===== src/rtl/umi_endpoint.sv =====
// umi_endpoint: UMI device-side request endpoint executing one request at a time against a local memory.
// Ports: udev_req_* accepts requests (valid/ready), udev_resp_* returns responses (valid/ready),
// loc_* drives a single-port local memory with one-cycle read latency, cmd_dropped pulses on discarded requests.
module umi_endpoint #(
    parameter int CW = 32,
    parameter int AW = 64,
    parameter int DW = 64
) (
    input  logic          clk,
    input  logic          reset,
    input  logic          udev_req_valid,
    input  logic [CW-1:0] udev_req_cmd,
    input  logic [AW-1:0] udev_req_dstaddr,
    input  logic [AW-1:0] udev_req_srcaddr,
    input  logic [DW-1:0] udev_req_data,
    output logic          udev_req_ready,
    output logic          udev_resp_valid,
    output logic [CW-1:0] udev_resp_cmd,
    output logic [AW-1:0] udev_resp_dstaddr,
    output logic [AW-1:0] udev_resp_srcaddr,
    output logic [DW-1:0] udev_resp_data,
    input  logic          udev_resp_ready,
    output logic [AW-1:0] loc_addr,
    output logic          loc_read,
    output logic          loc_write,
    output logic [DW-1:0] loc_wrdata,
    input  logic [DW-1:0] loc_rddata,
    output logic          cmd_dropped
);
    localparam logic [3:0] REQ_READ = 4'd1, REQ_WRITE = 4'd3, REQ_POSTED = 4'd5, REQ_ATOMIC = 4'd9;
    localparam logic [3:0] RESP_READ = 4'd2, RESP_WRITE = 4'd4;
    typedef enum logic [2:0] {IDLE, EXEC, WAIT, ATOMW, RESP} state_t;
    state_t        r_state, w_next;
    logic [CW-1:0] r_cmd;
    logic [AW-1:0] r_dst, r_src;
    logic [DW-1:0] r_data, r_old, w_amo;
    logic          r_drop;
    logic [3:0]    w_in_opc, w_opc;
    logic          w_ok, w_acc, w_rmw, w_resp;
    assign w_in_opc = udev_req_cmd[3:0];
    assign w_ok = (udev_req_cmd[7:0] != 8'h00) &&
                  (w_in_opc == REQ_READ || w_in_opc == REQ_WRITE || w_in_opc == REQ_POSTED ||
                   (w_in_opc == REQ_ATOMIC && udev_req_cmd[15:8] <= 8'd8));
    assign w_acc = udev_req_valid && udev_req_ready;
    assign w_opc = r_cmd[3:0];
    assign w_rmw = (w_opc == REQ_READ) || (w_opc == REQ_ATOMIC);
    assign w_resp = (r_state == RESP);
    always_ff @(posedge clk or posedge reset) begin
        if (reset) begin
            r_state <= IDLE;
            r_cmd   <= '0;
            r_dst   <= '0;
            r_src   <= '0;
            r_data  <= '0;
            r_old   <= '0;
            r_drop  <= 1'b0;
        end else begin
            r_state <= w_next;
            r_drop  <= w_acc && !w_ok;
            if (w_acc) begin
                r_cmd  <= udev_req_cmd;
                r_dst  <= udev_req_dstaddr;
                r_src  <= udev_req_srcaddr;
                r_data <= udev_req_data;
            end
            if (r_state == WAIT) r_old <= loc_rddata;
        end
    end
    always_comb begin
        w_next = r_state;
        case (r_state)
            IDLE:    w_next = (w_acc && w_ok) ? EXEC : IDLE;
            EXEC:    w_next = w_rmw ? WAIT : (w_opc == REQ_WRITE ? RESP : IDLE);
            WAIT:    w_next = (w_opc == REQ_ATOMIC) ? ATOMW : RESP;
            ATOMW:   w_next = RESP;
            RESP:    w_next = udev_resp_ready ? IDLE : RESP;
            default: w_next = IDLE;
        endcase
    end
    always_comb begin
        w_amo = '0;
        case (r_cmd[15:8])
            8'd0:    w_amo = r_old + r_data;
            8'd1:    w_amo = r_old & r_data;
            8'd2:    w_amo = r_old | r_data;
            8'd3:    w_amo = r_old ^ r_data;
            8'd4:    w_amo = ($signed(r_old) > $signed(r_data)) ? r_old : r_data;
            8'd5:    w_amo = ($signed(r_old) < $signed(r_data)) ? r_old : r_data;
            8'd6:    w_amo = (r_old > r_data) ? r_old : r_data;
            8'd7:    w_amo = (r_old < r_data) ? r_old : r_data;
            8'd8:    w_amo = r_data;
            default: w_amo = '0;
        endcase
    end
    // ready is masked by reset so it reads 0 throughout reset, not just after the first edge
    assign udev_req_ready    = (r_state == IDLE) && !reset;
    assign loc_read          = (r_state == EXEC) && w_rmw;
    assign loc_write         = ((r_state == EXEC) && !w_rmw) || (r_state == ATOMW);
    assign loc_addr          = (r_state == EXEC || r_state == ATOMW) ? r_dst : '0;
    assign loc_wrdata        = loc_write ? ((r_state == ATOMW) ? w_amo : r_data) : '0;
    assign udev_resp_valid   = w_resp;
    assign udev_resp_cmd     = w_resp ? {r_cmd[CW-1:4], (w_opc == REQ_WRITE) ? RESP_WRITE : RESP_READ} : '0;
    assign udev_resp_dstaddr = w_resp ? r_src : '0;
    assign udev_resp_srcaddr = w_resp ? r_dst : '0;
    assign udev_resp_data    = (w_resp && w_opc != REQ_WRITE) ? r_old : '0;
    assign cmd_dropped       = r_drop;
endmodule


===== config.mk =====
export PLATFORM = sky130hd
export DESIGN_NAME = umi_endpoint
export DESIGN_NICKNAME = d
export VERILOG_FILES = /design/src/rtl/umi_endpoint.sv
export SDC_FILE = /design/constraint.sdc
export NUM_CORES = 1
export LEC_CHECK = 0
export ABC_AREA = 1
export CAP_MARGIN = 20
export CELL_PAD_IN_SITES_DETAIL_PLACEMENT = 1
export CELL_PAD_IN_SITES_GLOBAL_PLACEMENT = 2
export CORE_ASPECT_RATIO = 2
export CORE_MARGIN = 1
export CORE_UTILIZATION = 26
export DETAILED_ROUTE_END_ITERATION = 16
export GPL_TIMING_DRIVEN = 0
export PLACE_DENSITY_LB_ADDON = 0.1
export SKIP_LAST_GASP = 1
export SLEW_MARGIN = 20
export SYNTH_ARGS = -nofsm -noshare
export SYNTH_HDL_FRONTEND = slang
export SYNTH_SLANG_ARGS = --single-unit
export TNS_END_PERCENT = 50

===== constraint.sdc =====
create_clock -name clk -period 10.9 [get_ports clk]
set_input_delay 1.09 -clock clk [delete_from_list [all_inputs] [get_ports clk]]
set_output_delay 1.09 -clock clk [all_outputs]
set_load 0.005 [all_outputs]

## Word level (Yosys, flattened, before mapping)

Cells that the tools add are included.

- Flip-flop bits (word level): 292
- Logic and storage cells: 76
- Input port bits: 292

- Muxes and demuxes: 19
- Bitwise gates (word level): 3
- Reductions and logical operators: 21
- Equal/unequal tests: 20
- $add $sub $neg: 1
- $lt $le $gt $ge: 5

Operator list:

| operator | number |
|---|---|
| two-way mux 64 bit | 10 |
| case mux 64 bit (9 select lines) | 1 |
| > comparator 64 bit | 2 |
| < comparator 64 bit | 2 |
| adder 64 bit | 1 |
| bitwise AND 64 bit | 1 |
| OR 64 bit | 1 |
| bitwise XOR 64 bit | 1 |
| == test 8 x 3 -> 1 bit (second input constant) | 4 |
| two-way mux 32 bit | 1 |
| == test 8 x 2 -> 1 bit (second input constant) | 2 |
| two-way mux 3 bit | 5 |
| case mux 3 bit (5 select lines) | 1 |
| logical AND 1 bit | 9 |
| == test 4 x 1 -> 1 bit (second input constant) | 2 |
| == test 4 x 2 -> 1 bit (second input constant) | 2 |
| == test 4 bit (second input constant) | 2 |
| == test 8 x 1 -> 1 bit (second input constant) | 1 |
| == test 8 x 4 -> 1 bit (second input constant) | 1 |
| less-or-equal comparator 8 x 4 -> 1 bit (second input constant) | 1 |
| zero test 8 bit | 1 |
| nonzero test 8 bit | 1 |
| == test 3 x 2 -> 1 bit (second input constant) | 2 |
| logical OR 1 bit | 6 |
| 7 further kinds | 9 |

## Depth between registers and ports, before layout

Gate-level depths: netlist of the first run.

- Depth in word-level cells: 8
- Mapped depth: 25

## Least setup slack after synthesis of the first run

Ideal clock, no wire load.

- Kind: register to output
- Start point: reg r_data[47]
- End point: out loc_wrdata[24]
- Arrival time: 2639 ps
- Path buffers: 4
- Setup slack: 7171 ps
- Cell stages (with the launch flop): 20
- Cell sequence: dfrtp_1 clkinv_1 ha_1 buf_2 nor2_2 nand2_1 nor3_2 nand2_1 nor3_2 nand2_1 nand2_1 buf_6 nand2_4 buf_4 buf_6 nand2_1 o211ai_1 nand3_1 nor2_1 a21oi_1

- Cells in the longest elaborated chain, start to end: 5
- Elaborated cells between the ends (all ways): 11
- Classes of those cells: 4 x order compare; 7 x mux

Ends and longest elaborated chain:

| item | RTL line | text |
|---|---|---|
| from (decl) | 36 | `logic [DW-1:0] r_data, r_old, w_amo;` |
| from (signal assigned) | 64 | `r_data <= udev_req_data;` |
| < comparator 64 bit (tied with other cells) | 90 | `8'd7: w_amo = (r_old < r_data) ? r_old : r_data;` |
| two-way mux 64 bit (on tied branches) | -- |  |
| case mux 64 bit (9 select lines) (*) | 82 | `case (r_cmd[15:8])` |
| two-way mux 64 bit (*) (2 in series) | 100 | `assign loc_wrdata = loc_write ? ((r_state == ATOMW) ? w_amo : r_data) : '0;` |
| to (decl) | 26 | `output logic [DW-1:0] loc_wrdata,` |

Mark *: on every way between the ends. The rest lies on a longest branch, timed or not.

## Worst setup path in the final report of the first run

- Start point: reg r_old[29]
- End point: out loc_wrdata[31]

- Cells in the longest elaborated chain, start to end: 5
- Elaborated cells between the ends (all ways): 12
- Classes of those cells: 1 x add/sub; 4 x order compare; 7 x mux

Ends and longest elaborated chain:

| item | RTL line | text |
|---|---|---|
| from (decl) | 36 |  |
| from (signal assigned) | 66 | `if (r_state == WAIT) r_old <= loc_rddata;` |
| < comparator 64 bit (tied with other cells) | 90 |  |
| two-way mux 64 bit (on tied branches) | -- |  |
| case mux 64 bit (9 select lines) (*) | 82 |  |
| two-way mux 64 bit (*) (2 in series) | 100 |  |

Marks and branches as above.

==> flow_summary.yaml, run 1 <==
grt:
  grt_max_degree: 92
  grt_use_total_pct: 40.8
  total_grt_overflow: 0
  via_count_of_the_first_global_routing_pass: 37047
  grt_pass1_wl_um: 296000
  initial_antenna_violation_count: 27
route:
  detailedRoute.firstIterationViolations: 2483
  routed_wl_um: 218000
  detail_route.vias_per_cell: 5.42
  via_count: 34976
  mean_routed_wirelength_per_cell_um: 33.7
  antenna_left: 0
  detailedRoute.firstPassIterationCount: 7
  detail_route.drc_violations: 0
pwr:
  power_frac_seq_pct: 20.1
  leakage_nw: 16.9
  power.share.combinational_pct: 64.1
  post_layout_total_power_mw: 8.10
  cellPowerDensity_mw_per_mm2: 222
  peak_vdd_ir_mv: 0.125
  sw_frac_of_total_pct: 60.2
  clock_power_share_pct: 15.8
  switching_power_mw: 4.88
  intPower_mw: 3.22
timing:
  finalCriticalPeriod_ns: 7.99
  timing.clock.skew_ns: 0.0223
  finalWorstSetupSlack_ns: 2.91
  period_utilisation_layout_pct: 73.3
  report.final.setup_viol: 0
  worst_slew_margin_rel_pct: 17.5
  hold_viol: 0
  final-max-slew-violation-count: 0
  setup_tns_ns: 0
  setup_repair_after_global_routing_missed_its_margin: "no"
  max_freq_ghz: 0.125
  max_slew.worst_pin.slew_ns: 1.24
clocking:
  path_clk_slew_ns: 0.06
  clk-insertion-delay-late_ns: 0.63
  cts_htree_levels: 2
  numClockSinks: 292
  ctsRootBufferMaster: "clkbuf_16"
  cts_setup_buffers: 0
  cts_made_buffers: 35
  cts_tree: "done"
  cts.hold.buffers_added: 0
  cts_resized: 0
  cts-root-to-sink-buffers: 3
flow_run:
  drv_cap: 0
placement:
  detailedPlace.worstSlack_ns: 4.20
  portBuffers: 646
  routabilityCongestion: 1.10
  dp_hpwl_um: 175000
  place_area_sq_mm: 0.0353
worst_setup_path:
  critPathSlowestCell: "buf_1"
  timing.critical_path.required_ns: 9.81
  crit_end_category: "output pin"
  worst-endpoint-arrival_ns: 6.90
  timing.setup.critical_path_class: "reg -> out"
  worst_path_most_repeated_cell: "nand2_1"
  crit_path_start_kind: "register"
  timing.critical_path.cells: "inv_1 -> ha_1 -> inv_1 -> a21oi_1 -> o21a_1 -> nand2_1 -> a21oi_1 -> nand2_1 -> nand2_1 -> buf_2 -> buf_1 -> nand3_1 -> nand3_1 -> nand3_1 -> nor2_1 -> nand4_1 -> nand2_1 -> inv_1 -> clkdlybuf4s50_1"
  crit_fanout: 10
  critical-path-max-stage-delay_ns: 0.88
floorplan:
  die_height_um: 457
  boundaryPins: 649
  design.die.area_sq_mm: 0.105
  core_area_sq_mm: 0.102
  placementRows: 166
  dieWidth_um: 229
  starting_density_of_the_core_pct: 26.3
yosys:
  synthTopCellsByArea: "dfrtp_1 (27%), nor2_1 (13%), nand2_1 (11%)"
  post_synth.cell_area_avg_sq_um: 6.14
  mappedNetlistArea_sq_mm: 0.0269
  synth.yosys.warnings: 0
  number_of_synthesized_flops_with_an_enable_pin: 0
  yosysMostFrequentCell: "nor2_1"
  synth_flop_cell: "dfrtp_1"
  number_of_instances_in_the_synthesized_netlist: 4382
  synth-seq-area-share_pct: 27.2
  yosysUniqueCellTypes: 50
  ys_top_cells_by_count: "nor2_1 (948), nand2_1 (753), inv_1 (529), a21oi_1 (435), nand3_1 (419)"
  async_reset_ff_share_pct: 100
  synth_top_area_cell: "dfrtp_1"
  synth_largest_type_area_fraction_pct: 27.2
  synth_seq_cells: 292
run_status:
  run_status: "finished clean"
finish:
  fin_area_sq_mm: 0.0365
  final_layout_size_suffix_gt1_share_pct: 4.04
  finalNetCount: 5561
  syn2layout_area_growth_pct: 35.8
worst_hold_path:
  hp-class: "reg -> reg"
==> sequential cells by signal (all words and copies together) (netlist names) <==
name         count
r_data          64
r_dst           64
r_old           64
r_src           64
r_cmd           32
r_state          3
cmd_dropped      1
==> placed cells by master, fill, tap and decap left out, drive strengths merged, types with 3 or more instances in the layout <==
cell and instances:
a211oi 4, a21boi 6, a21o 10, a21oi 436, a221oi 11, a22oi 3
a31oi 8, buf 90, clkbuf 211, clkdlybuf4s50 646, clkinv 31, dfrtp 292
diode 10, ha 192, inv 536, mux2 3, nand2 757, nand3 423
nand3b 4, nand4 77, nor2 949, nor3 36, nor4 9, o211ai 47
o21a 7, o21ai 228, o21bai 12, o221ai 38, o22ai 14, or2 3
==> power groups by stage <==
stage / Clock, mW / Sequential [mW] / Combinational, mW
floorplan: 0 / 1.53 / 2.53
detailed placement: 0 / 1.63 / 4.99
finish: 1.28 / 1.63 / 5.19
CTS: 1.30 / 1.62 / 5.02
global route: 1.33 / 1.66 / 5.35
global placement: 0 / 1.63 / 4.96
==> final timing paths <==
path	cells past startpoint	end	slack [ns]	from
min in group asynchronous	2	r_data[57]	0.95	reset
worst max register to register	7	r_old[33]	6.58	r_state[1]
worst max-delay path	19	loc_wrdata[31]	2.91	r_old[29]
worst min-delay path	2	r_src[33]	0.51	r_src[33]
max in group asynchronous	4	r_data[22]	8.59	reset
worst min register to register	2	r_src[33]	0.51	r_src[33]
==> logic make-up (layout without fill, tap and decap cells) <==
group	after synthesis	count (layout)	synth area share, %
adders and majority gates	193	193	9.01
xor gates and xnor gates	2	2	0.0651
and+or+nand+nor	2263	2263	34.9
muxes	3	3	0.126
DFF	292	292	27.2
buffers and inverters	801	1518	11.7
other	1	12	0.0139
AOI/OAI and AO/OA	827	827	17.1
==> routing by layer <==
metal  share of wire (%)  track usage (%)
met3                 6.9             10.7
met4                  11             38.0
met2                  50             72.0
met1                  33             38.0
met5               0.031                0
==> stage by stage <==
stage          utilization [%]  hold slack, ns  cells
4_1_cts                   35.6           0.518   6443
6_report                  35.7           0.515   6454
3_5_place_dp              34.5           0.503   6382
3_3_place_gp              34.2           0.491   6373
2_1_floorplan                -           0.481   4383
5_1_grt                   35.7           0.531   6448
==> critical path, delay by kind of cell, from the launching register on <==
family | cells | cell delay [ns]
buffers and inverters | 6 | 2.07
adders and majority gates | 1 | 0.58
AOI/OAI and AO/OA | 3 | 1.53
DFF | 1 | 0.46
and+or+nand+nor | 9 | 1.60
==> final cells by class <==
cell class	count	area, sq um
clock inverters	16	189
repair buffers	656	6680
multi-input cells	3290	16500
diodes	10	25.0
flip-flops and latches	292	7310
fillers	13234	65900
inverters	555	2090
well taps	1344	1680
plain buffers	246	1100
clock buffers	45	963
No activity file was read; power rests on OpenSTA's default activity.
==> run 2: changes to the inputs <==
==> constraint.sdc (replaced) <==
create_clock -name clk -period 8.2 [get_ports clk]
set_input_delay 0.82 -clock clk [delete_from_list [all_inputs] [get_ports clk]]
set_output_delay 0.82 -clock clk [all_outputs]
set_load 0.005 [all_outputs]
==> run 2 against run 1 <==
Via count increased by 0.82%. Setup slack got worse by 2.5 ns. Die area unchanged. Cell count increased by 0.34%. Routed wire length increased by 1.4%. Power increased by 36%. First-iteration DRC count decreased by 5.9%. Global-route usage increased by 0.54 points. Worst hold slack got worse by 0.00073 ns. Design area increased by 0.71%.
==> flow_summary.yaml, run 2 (synthesized netlist as in run 1, its figures left out) <==
pwr:
  peak_vdd_ir_mv: 0.202
  sw_frac_of_total_pct: 60.3
  power_frac_seq_pct: 19.8
  intPower_mw: 4.37
  post_layout_total_power_mw: 11.0
  power.share.combinational_pct: 63.9
  switching_power_mw: 6.63
  leakage_nw: 17.0
  cellPowerDensity_mw_per_mm2: 299
  clock_power_share_pct: 16.3
clocking:
  path_clk_slew_ns: 0.06
  cts_setup_buffers: 0
  cts.hold.buffers_added: 0
  cts-root-to-sink-buffers: 3
  cts_htree_levels: 2
  clk-insertion-delay-late_ns: 0.64
  numClockSinks: 292
  cts_made_buffers: 36
  ctsRootBufferMaster: "clkbuf_16"
  cts_resized: 0
  cts_tree: "done"
worst_hold_path:
  hold_path_startpoint: "r_src[56]"
  hp-class: "reg -> reg"
timing:
  worst_slew_margin_rel_pct: 12.4
  period_utilisation_layout_pct: 95.5
  setup_repair_after_global_routing_missed_its_margin: "no"
  max_freq_ghz: 0.128
  final-max-slew-violation-count: 0
  hold_viol: 0
  report.final.setup_viol: 0
  timing.clock.skew_ns: 0.0231
  finalCriticalPeriod_ns: 7.83
  finalWorstSetupSlack_ns: 0.368
  max_slew.worst_pin.slew_ns: 1.31
  timing.hold.ws_ns: 0.514
  setup_tns_ns: 0
placement:
  place_area_sq_mm: 0.0355
  routabilityCongestion: 1.09
  dp_cells: 6390
  detailedPlace.worstSlack_ns: 1.59
  portBuffers: 646
  dp_hpwl_um: 179000
finish:
  syn2layout_area_growth_pct: 36.7
  filler_cells: 13185
  utilization_after_layout_pct: 35.9
  final_layout_size_suffix_gt1_share_pct: 4.15
  finalNetCount: 5570
  fin_area_sq_mm: 0.0368
  final_cell_mix: "nor2_1 (946), nand2_1 (753), clkdlybuf4s50_1 (646), inv_1 (528), a21oi_1 (435)"
  stdcell_count: 6476
  commonest_non_fill_non_tap_cell_in_the_layout: "nor2_1"
route:
  routed_wl_um: 221000
  met1_length_um: 70200
  topRoutingLayerUsed: "met5"
  detail_route.vias_per_cell: 5.45
  detailedRoute.firstIterationViolations: 2336
  detail_route.drc_violations: 0
  mean_routed_wirelength_per_cell_um: 34.1
  antenna_left: 0
  route.met3.wl_um: 16400
  via_count: 35264
  detailedRoute.firstPassIterationCount: 7
  dr_wl_met2_um: 110000
worst_setup_path:
  worst-endpoint-arrival_ns: 7.01
  regToRegStartpoint: "r_state[1]"
  crit_end_category: "output pin"
  critPathSlowestCell: "buf_1"
  crit_fanout: 10
  cp-startpoint: "r_old[29]"
  worst_path_most_repeated_cell: "nand3_1"
  timing.critical_path.required_ns: 7.38
  critical-path-max-stage-delay_ns: 0.95
  timing.setup.critical_path_class: "reg -> out"
  crit_path_start_kind: "register"
  timing.critical_path.cells: "inv_1 -> ha_1 -> inv_1 -> a21oi_1 -> o21a_1 -> nand2_1 -> a21oi_1 -> nand2_1 -> nand2_1 -> buf_2 -> buf_1 -> nand3_1 -> nand3_1 -> nand3_1 -> nor2_1 -> nand3_1 -> nor2_1 -> nor2_1 -> clkdlybuf4s50_1"
floorplan:
  starting_density_of_the_core_pct: 26.3
  core_area_sq_mm: 0.102
  die_height_um: 457
  placementRows: 166
  dieWidth_um: 229
  design.die.area_sq_mm: 0.105
  boundaryPins: 649
run_status:
  run_status: "finished clean"
grt:
  grt_max_degree: 33
  grt_pass1_wl_um: 298000
  initial_antenna_violation_count: 31
  via_count_of_the_first_global_routing_pass: 37283
  grt_use_total_pct: 41.4
  total_grt_overflow: 0
flow_run:
  drv_cap: 0
-- run 2: metal layers --
metal	vias up	track usage, %
met3	686	10.9
li1	15605	-
met1	17152	38.1
met5	-	0
met2	1815	73.2
met4	6	39.0
-- run 2: layout make-up --
class	instances	area (sq um)	area share, %
multi-input cells	3290	16500	44.8
flip-flops and latches	292	7310	19.9
plain buffers	246	1100	3.00
well taps	1344	1680	4.57
repair buffers	664	6820	18.5
diodes	22	55.1	0.150
clock inverters	12	206	0.561
inverters	555	2090	5.67
clock buffers	51	1050	2.85
-- run 2: power groups by stage --
stage / Sequential [mW] / Combinational [mW] / Clock, mW
finish: 2.17 / 7.03 / 1.79
global route: 2.21 / 7.25 / 1.86
CTS: 2.16 / 6.77 / 1.82
detailed placement: 2.18 / 6.74 / 0
global placement: 2.18 / 6.67 / 0
floorplan: 2.03 / 3.36 / 0
-- run 2: critical path: cells and delay by family (launching register included) --
kind / cells / cell delay (ns)
AO/OA/AOI/OAI: 3 / 1.43
adder cells (fa/ha/maj): 1 / 0.71
buffers and inverters: 5 / 2.14
flip-flops: 1 / 0.46
AND/OR/NAND/NOR: 10 / 1.61
-- run 2: worst paths after layout --
| check | endpoint | cells past startpoint | slack, ns |
|---|---|---|---|
| max in group asynchronous | r_data[43] | 5 | 6.60 |
| max reg2reg | r_old[33] | 8 | 3.83 |
| max | loc_wrdata[23] | 19 | 0.37 |
| min in group asynchronous | r_state[0] | 2 | 0.59 |
| min reg2reg | r_src[56] | 2 | 0.51 |
| min | r_src[56] | 2 | 0.51 |
